<file path="config.mk">
export PLATFORM = sky130hd
export DESIGN_NAME = fb_line_writer_flat
export DESIGN_NICKNAME = d
export VERILOG_FILES = /design/src/rtl/fb_line_writer_if.sv /design/src/rtl/fb_line_writer.sv /design/src/flat_wrapper.sv
export SDC_FILE = /design/constraint.sdc
export NUM_CORES = 2
export LEC_CHECK = 0
export CORE_MARGIN = 10
export CORE_UTILIZATION = 60
export CTS_CLUSTER_DIAMETER = 120
export DETAILED_ROUTE_END_ITERATION = 7
export GPL_TIMING_DRIVEN = 0
export PLACE_DENSITY_LB_ADDON = 0.1
export SKIP_LAST_GASP = 1
export SLEW_MARGIN = 10
export SYNTH_ARGS = -nofsm -noshare
export SYNTH_HDL_FRONTEND = slang
export SYNTH_SLANG_ARGS = --single-unit
</file>
<file path="constraint.sdc">
create_clock -name clk -period 11.2 [get_ports clk]
set_input_delay 2.24 -clock clk [delete_from_list [all_inputs] [get_ports clk]]
set_output_delay 2.24 -clock clk [all_outputs]
set_load 0.02 [all_outputs]
</file>
<file path="src/rtl/fb_line_writer_if.sv">
// fb_line_writer_if: pixel capture in, framebuffer write port and status out
interface fb_line_writer_if #(
  parameter int ADDRW = 14
);
  logic frameStart;
  logic lineStart;
  logic pxlValid;
  logic [11:0] pxlIn;
  logic wrEn;
  logic [ADDRW-1:0] wrAddr;
  logic [35:0] wrData;
  logic frameDone;
  logic dropErr;
  modport master(
    output frameStart, lineStart, pxlValid, pxlIn,
    input wrEn, wrAddr, wrData, frameDone, dropErr
  );
  modport slave(
    input frameStart, lineStart, pxlValid, pxlIn,
    output wrEn, wrAddr, wrData, frameDone, dropErr
  );
endinterface

</file>
<file path="src/rtl/fb_line_writer.sv">
// fb_line_writer: packs an RGB444 pixel stream into 3-pixel 36-bit framebuffer words
module fb_line_writer #(
  parameter int COLLEN = 75,
  parameter int NUMLINES = 150,
  parameter int ADDRW = 14
) (
  input logic clk,
  input logic rst,
  fb_line_writer_if.slave bus
);
  localparam int PW = $clog2(3 * COLLEN + 1);
  localparam int IW = $clog2(COLLEN);
  localparam int LW = $clog2(NUMLINES + 3);
  localparam logic [PW-1:0] P1 = PW'(COLLEN);
  localparam logic [PW-1:0] P2 = PW'(2 * COLLEN);
  localparam logic [PW-1:0] P3 = PW'(3 * COLLEN);
  localparam logic [LW-1:0] NL = LW'(NUMLINES);
  localparam logic [ADDRW-1:0] A1 = ADDRW'(COLLEN);
  localparam logic [ADDRW-1:0] A2 = ADDRW'(2 * COLLEN);
  typedef enum logic [1:0] {WAIT_FRAME, ACTIVE, FLUSH, DONE} state_t;
  function automatic logic [LW-1:0] lc_sat(input logic [LW-1:0] a);
    return a > NL ? NL : a;
  endfunction
  state_t state, state_nx;
  logic [PW-1:0] px_cnt, px_cnt_nx, j, j_nx, cnt_e;
  logic [LW-1:0] line_cnt, line_cnt_nx, lc_e, lc_adv;
  logic [ADDRW-1:0] line_base, line_base_nx, base_e;
  logic fin_frame, fin_frame_nx, pend_frame, pend_frame_nx, pend_line, pend_line_nx;
  logic wr_en, wr_en_nx, frame_done, drop_err, drop_err_nx;
  logic [ADDRW-1:0] wr_addr, wr_addr_nx;
  logic [35:0] wr_data, wr_data_nx;
  logic [11:0] lb0 [COLLEN];
  logic [11:0] lb1 [COLLEN];
  logic start, take, pf, pl, fin, we0, we1;
  logic [IW-1:0] rd_idx, st_idx;
  // a start in the same cycle as a pixel opens the new line before the pixel lands
  assign start = bus.frameStart | bus.lineStart;
  assign cnt_e = start ? '0 : px_cnt;
  assign lc_e = bus.frameStart ? '0 : bus.lineStart ? lc_sat(line_cnt + LW'(1)) : line_cnt;
  assign base_e = bus.frameStart ? '0 : bus.lineStart ? line_base + A1 : line_base;
  assign take = bus.pxlValid && lc_e < NL && cnt_e < P3;
  assign pf = pend_frame | bus.frameStart;
  assign pl = pend_line | bus.lineStart;
  assign fin = fin_frame | pf;
  assign lc_adv = lc_sat(line_cnt + (pl ? LW'(2) : LW'(1)));
  assign st_idx = IW'(cnt_e < P1 ? cnt_e : cnt_e - P1);
  assign rd_idx = state == FLUSH ? IW'(j) : IW'(cnt_e - P2);
  always_comb begin
    state_nx = state;
    px_cnt_nx = px_cnt;
    j_nx = j;
    line_cnt_nx = line_cnt;
    line_base_nx = line_base;
    fin_frame_nx = fin_frame;
    pend_frame_nx = pend_frame;
    pend_line_nx = pend_line;
    wr_en_nx = 1'b0;
    wr_addr_nx = wr_addr;
    wr_data_nx = wr_data;
    drop_err_nx = drop_err;
    we0 = 1'b0;
    we1 = 1'b0;
    if (state == WAIT_FRAME) begin
      if (bus.frameStart) begin
        state_nx = ACTIVE;
        px_cnt_nx = '0;
        line_cnt_nx = '0;
        line_base_nx = '0;
      end
    end else if (state == FLUSH) begin
      wr_en_nx = 1'b1;
      wr_addr_nx = line_base + ADDRW'(j);
      wr_data_nx = {j < px_cnt ? lb0[rd_idx] : 12'h0, j + P1 < px_cnt ? lb1[rd_idx] : 12'h0, 12'h0};
      drop_err_nx = drop_err | bus.pxlValid;
      pend_frame_nx = pf;
      pend_line_nx = pl;
      j_nx = j + PW'(1);
      if (j == P1 - PW'(1)) begin
        state_nx = fin ? DONE : ACTIVE;
        px_cnt_nx = '0;
        line_cnt_nx = fin ? '0 : lc_adv;
        line_base_nx = fin ? '0 : line_base + (pl ? A2 : A1);
      end
    end else if (start && px_cnt != '0 && px_cnt != P3) begin
      state_nx = FLUSH;
      j_nx = px_cnt >= P2 ? px_cnt - P2 : '0;
      fin_frame_nx = bus.frameStart;
      pend_frame_nx = 1'b0;
      pend_line_nx = 1'b0;
      drop_err_nx = drop_err | bus.pxlValid;
    end else begin
      state_nx = bus.frameStart ? DONE : ACTIVE;
      px_cnt_nx = take ? cnt_e + PW'(1) : cnt_e;
      line_cnt_nx = lc_e;
      line_base_nx = base_e;
      we0 = take && cnt_e < P1;
      we1 = take && cnt_e >= P1 && cnt_e < P2;
      if (take && cnt_e >= P2) begin
        wr_en_nx = 1'b1;
        wr_addr_nx = base_e + ADDRW'(cnt_e - P2);
        wr_data_nx = {lb0[rd_idx], lb1[rd_idx], bus.pxlIn};
      end
    end
  end
  always_ff @(posedge clk) begin
    if (rst) begin
      state <= WAIT_FRAME;
      px_cnt <= '0;
      j <= '0;
      line_cnt <= '0;
      line_base <= '0;
      fin_frame <= 1'b0;
      pend_frame <= 1'b0;
      pend_line <= 1'b0;
      wr_en <= 1'b0;
      wr_addr <= '0;
      wr_data <= '0;
      frame_done <= 1'b0;
      drop_err <= 1'b0;
    end else begin
      state <= state_nx;
      px_cnt <= px_cnt_nx;
      j <= j_nx;
      line_cnt <= line_cnt_nx;
      line_base <= line_base_nx;
      fin_frame <= fin_frame_nx;
      pend_frame <= pend_frame_nx;
      pend_line <= pend_line_nx;
      wr_en <= wr_en_nx;
      wr_addr <= wr_addr_nx;
      wr_data <= wr_data_nx;
      frame_done <= state == DONE;
      drop_err <= drop_err_nx;
    end
  end
  always_ff @(posedge clk) begin
    if (we0) lb0[st_idx] <= bus.pxlIn;
    if (we1) lb1[st_idx] <= bus.pxlIn;
  end
  assign bus.wrEn = wr_en;
  assign bus.wrAddr = wr_addr;
  assign bus.wrData = wr_data;
  assign bus.frameDone = frame_done;
  assign bus.dropErr = drop_err;
endmodule

</file>
<file path="src/flat_wrapper.sv">
// flat-port wrapper written by rule: the top's interface ports become plain ports
module fb_line_writer_flat 
#(
  parameter int COLLEN = 75,
  parameter int NUMLINES = 150,
  parameter int ADDRW = 14
)
  (clk, rst, bus_frameStart, bus_lineStart, bus_pxlValid, bus_pxlIn, bus_wrEn, bus_wrAddr, bus_wrData, bus_frameDone, bus_dropErr);
  fb_line_writer_if #(.ADDRW(ADDRW)) bus_i ();
  input logic clk;
  input logic rst;
  input wire logic [$bits(bus_i.frameStart)-1:0] bus_frameStart;
  input wire logic [$bits(bus_i.lineStart)-1:0] bus_lineStart;
  input wire logic [$bits(bus_i.pxlValid)-1:0] bus_pxlValid;
  input wire logic [$bits(bus_i.pxlIn)-1:0] bus_pxlIn;
  output wire logic [$bits(bus_i.wrEn)-1:0] bus_wrEn;
  output wire logic [$bits(bus_i.wrAddr)-1:0] bus_wrAddr;
  output wire logic [$bits(bus_i.wrData)-1:0] bus_wrData;
  output wire logic [$bits(bus_i.frameDone)-1:0] bus_frameDone;
  output wire logic [$bits(bus_i.dropErr)-1:0] bus_dropErr;
  assign bus_i.frameStart = bus_frameStart;
  assign bus_i.lineStart = bus_lineStart;
  assign bus_i.pxlValid = bus_pxlValid;
  assign bus_i.pxlIn = bus_pxlIn;
  assign bus_wrEn = bus_i.wrEn;
  assign bus_wrAddr = bus_i.wrAddr;
  assign bus_wrData = bus_i.wrData;
  assign bus_frameDone = bus_i.frameDone;
  assign bus_dropErr = bus_i.dropErr;
  fb_line_writer #(.COLLEN(COLLEN), .NUMLINES(NUMLINES), .ADDRW(ADDRW)) u_core (.clk(clk), .rst(rst), .bus(bus_i));
endmodule
</file>
==> flow_summary.rst <==
.. list-table::
   :header-rows: 1

   * - Metric
     - Value
   * - Unique cell type count in the Yosys netlist
     - 82
   * - Post-synth top flop
     - sky130_fd_sc_hd__edfxtp_1
   * - Syn nets
     - 4,506
   * - Switching power as a share of total power
     - 23.4%
   * - CTS Root Cell
     - sky130_fd_sc_hd__clkbuf_16
   * - Net switching power figure
     - 3520 uW
   * - CTS max path bufs
     - 3
   * - Multi-input gate area
     - 0.0205 mm2
   * - Core area
     - 0.128 mm2
   * - Maximum fanout along the worst path
     - 10
   * - Cell type of the slowest stage on the worst timing path
     - sky130_fd_sc_hd__buf_1
   * - Outcome
     - complete, but fails checks
   * - Wire length per cell
     - 33.8 um
   * - Sequential cell area fraction in the yosys report
     - 72.4%
   * - Top-level I/O count
     - 70
   * - TNS Setup
     - 0 ps
   * - Final period utilization
     - 76.5%
   * - Number of remaining DRC errors
     - 7
   * - Proportion of power drawn by the clock network
     - 39.7%
   * - Max-cap violations
     - 0
   * - Global-route total usage across every layer
     - 31.3%
   * - TritonCTS clock tree
     - built
   * - Count of final hold-check violations
     - 0
   * - Share of final-layout standard cells stronger than drive strength 1
     - 20.1%
   * - Maximum level of the CTS H-tree
     - 4
   * - First-pass GRT wire length
     - 320,000 um
   * - Number of placement rows
     - 131
   * - Clock sink total
     - 1,896
   * - Headroom to the max-slew limit
     - 11.5%
   * - Drt pass-1 iters
     - 8
   * - Number of instances in the synthesized netlist
     - 4,431
   * - Post-cts resize count
     - 0
   * - Kind of cell with the highest combined delay on the critical path
     - buffers and inverters
   * - Largest net degree at the start of global routing
     - 108
   * - Final RePlAce weighted congestion
     - 0.938
   * - CP Data Required Time
     - 11,920 ps
   * - Height of the chip
     - 379 um
   * - Period minus WS final
     - 8570 ps
   * - Crit path DAT
     - 9290 ps
   * - Peak Freq
     - 0.117 GHz
   * - Count of hold buffers inserted by post-cts repair
     - 0
   * - Clock Latency Late Sink
     - 830 ps
   * - Area taken by flip-flops and latches
     - 0.0560 mm2
   * - Share of total power in combinational logic
     - 8.4%
   * - Count of buffers inserted at the top-level ports
     - 67
   * - Class of the worst hold path
     - reg2reg
   * - DRT iter0 DRCs
     - 6,765
   * - Net count, final
     - 4,921
   * - Sort of element at the end of the critical path
     - flip-flop
   * - Register bit total from synthesis
     - 1,896
   * - Grt ovf
     - 0
   * - Part of the power in registers
     - 51.8%
   * - Cell repeated most along the worst path
     - sky130_fd_sc_hd__buf_2
   * - Power per Cell Area
     - 171 mW/mm2
   * - Setup repair after global routing missed its margin
     - no
   * - Pin slew with the least headroom to its limit
     - 1330 ps
   * - Layout fillers
     - 8,232
   * - CP startpoint kind
     - input pin
   * - Initial antenna violation count
     - 2
   * - Vias in the first global route
     - 43,900
   * - Initial standard-cell utilization of the core
     - 60.5%
   * - Setup clock skew after layout
     - 27.8 ps
   * - Worst voltage drop across the vdd grid
     - 0.209 mV
   * - Layout overhead on the synthesized area
     - 13.8%
   * - Mapped Avg Cell Area
     - 17.5 um2
   * - Max stage delay on crit path
     - 1030 ps
   * - Number of buffers created by CTS
     - 184
   * - Number of max-slew violations in the final report
     - 0
   * - Post-CTS clock slew at the launch and capture registers of the worst setup and hold paths
     - 60 ps
   * - Critical path, cell by cell
     - clkdlybuf4s50_1 -> buf_2 -> nor2_1 -> nand2_1 -> ha_1 -> inv_1 -> mux2_2 -> buf_2 -> buf_1 -> buf_1 -> buf_2 -> mux2i_1 -> a21oi_1 -> o211a_1 -> a32o_1
   * - Internal portion of total power
     - 11,500 uW
   * - YS warnings
     - 0
   * - Static leakage power
     - 0.0290 uW
   * - Summed instance area of the synthesized netlist
     - 0.0773 mm2
   * - Startpoint-to-endpoint class of the critical path
     - in2reg
   * - Vias post-DR
     - 46,000
   * - Number of enable-type register cells in the synthesized netlist
     - 1,800
   * - Post-placement worst setup slack
     - 2180 ps
   * - FFs w/ async S/R, synth
     - 0%
   * - Horizontal die dimension
     - 379 um
   * - Average vias per placed instance
     - 6.91
   * - Violations in the final reports
     - DRC
   * - Post-layout worst setup margin
     - 2630 ps
   * - Post-detailed-route count of antenna-violating nets
     - 0
   * - Area of the die
     - 0.144 mm2
   * - Placed wire-length estimate after detailed placement
     - 153,000 um
   * - # Post-CTS Setup Buffers
     - 0
   * - Total buffers and inverters traversed by the critical path
     - 7
   * - Final WL
     - 225,000 um
   * - Final setup fails
     - 0
## worst register-to-register path: cells and delay by family (launching register included)
family                   cells  cell delay (ps)
buffers and inverters        7             3370
multiplexers                 2             1100
AO/OA/AOI/OAI                3              920
AND/OR/NAND/NOR              1              460
flip-flops                   1              450
adder cells (fa/ha/maj)      1              320
## area by class of cell
cell class	instances	area share (%)
clock inverters	108	0.997
flip-flops and latches	1896	63.6
repair buffers	229	2.55
well taps	1662	2.36
clock buffers	232	5.51
multi-input cells	2190	23.2
plain buffers	298	1.52
diodes	1	0.00284
inverters	47	0.200
## path summary, 6_finish.rpt
path	startpoint	slack, ps	depth (start not counted)	end
max	bus_frameStart	2630	15	u_core.bus.wrData[28]
max reg2reg	u_core.px_cnt[1]	4500	14	u_core.bus.wrData[28]
min reg2reg	u_core.bus.wrData[2]	470	2	u_core.bus.wrData[2]
min	u_core.bus.wrData[2]	470	2	u_core.bus.wrData[2]
## layer usage
metal / global-route usage [%] / share of wire, %
met1: 44.9 / 39
met2: 46.1 / 45
met3: 8.36 / 12
met4: 12.2 / 4.3
met5: 0.707 / 0.061
## power groups by stage
| stage | logic (uW) | registers (uW) | clock network, uW |
|---|---|---|---|
| after floorplan | 656 | 7950 | 0 |
| after global placement | 1180 | 8000 | 0 |
| after detailed placement | 1230 | 7950 | 0 |
| after CTS | 1230 | 7800 | 6010 |
| after global routing | 1320 | 7800 | 6280 |
| final | 1270 | 7800 | 5980 |
## stage by stage
step	hold slack, ps	instances	util, %	total power [uW]	area, um2
floorplan	444	4431	-	8610	77300
global placement	456	6160	62.6	9180	80100
detailed placement	463	6322	64.3	9180	82200
CTS	471	6662	68.8	15000	88000
global route	487	6662	68.8	15400	88000
finish	471	6663	68.8	15000	88000
## cell families after synthesis
group | Yosys count | synth area share [%]
compound gates | 666 | 6.24
xor+xnor | 55 | 0.623
fa+ha+maj | 58 | 0.968
simple gates | 875 | 5.24
mux | 536 | 12.6
flops | 1896 | 72.4
buf+inv | 345 | 1.96
## sequential cells by signal, indices dropped and copies added, names as in the netlist
| signal | flops |
|---|---|
| u_core.lb0 | 900 |
| u_core.lb1 | 900 |
| u_core.bus.wrData | 36 |
| u_core.bus.wrAddr | 14 |
| u_core.line_base | 14 |
| u_core.j | 8 |
| u_core.line_cnt | 8 |
| u_core.px_cnt | 8 |
| u_core.state | 2 |
| u_core.bus.dropErr | 1 |
| u_core.bus.frameDone | 1 |
| u_core.bus.wrEn | 1 |
| u_core.fin_frame | 1 |
| u_core.pend_frame | 1 |
| u_core.pend_line | 1 |
## cell usage after synthesis, types with 32 or more instances
library cell	count	area [um2]
sky130_fd_sc_hd__nor2_1	199	747
sky130_fd_sc_hd__a32o_1	51	510
sky130_fd_sc_hd__o21ai_0	83	415
sky130_fd_sc_hd__a21oi_1	141	706
sky130_fd_sc_hd__buf_2	84	420
sky130_fd_sc_hd__xnor2_1	39	342
sky130_fd_sc_hd__inv_1	45	169
sky130_fd_sc_hd__clkbuf_1	175	657
sky130_fd_sc_hd__edfxtp_1	1800	54100
sky130_fd_sc_hd__dfxtp_1	96	1920
sky130_fd_sc_hd__o22ai_1	54	338
sky130_fd_sc_hd__mux4_2	348	7840
sky130_fd_sc_hd__nor4_1	84	526
sky130_fd_sc_hd__a221oi_1	34	298
sky130_fd_sc_hd__a31oi_1	77	482
sky130_fd_sc_hd__ha_1	55	688
sky130_fd_sc_hd__nor3_1	39	195
sky130_fd_sc_hd__nand4_1	40	250
sky130_fd_sc_hd__mux2i_1	183	1830
sky130_fd_sc_hd__nand3_1	103	515
sky130_fd_sc_hd__nand2_1	322	1210
sky130_fd_sc_hd__a22oi_1	32	240
## placed cells by master (no fill, tap or decap), drive strengths merged, types with 8 or more instances in the layout
master	Yosys	final
a211o	26	26
a211oi	22	22
a21o	16	16
a21oi	141	141
a221oi	53	53
a22oi	32	32
a31oi	77	77
a32o	51	51
and3	19	19
buf	123	297
bufinv	0	13
clkbuf	175	407
clkdlybuf4s50	0	55
clkinv	2	89
dfxtp	96	96
edfxtp	1800	1800
ha	55	55
inv	45	51
mux2i	183	183
mux4	348	348
nand2	322	322
nand2b	8	8
nand3	103	103
nand4	40	40
nor2	199	199
nor2b	9	9
nor3	40	40
nor4	84	84
o2111ai	12	12
o211a	24	24
o21a	11	11
o21ai	85	85
o22ai	54	54
or3	11	11
xnor2	39	39
xor2	16	16
Power figures use the tool's default switching activity.
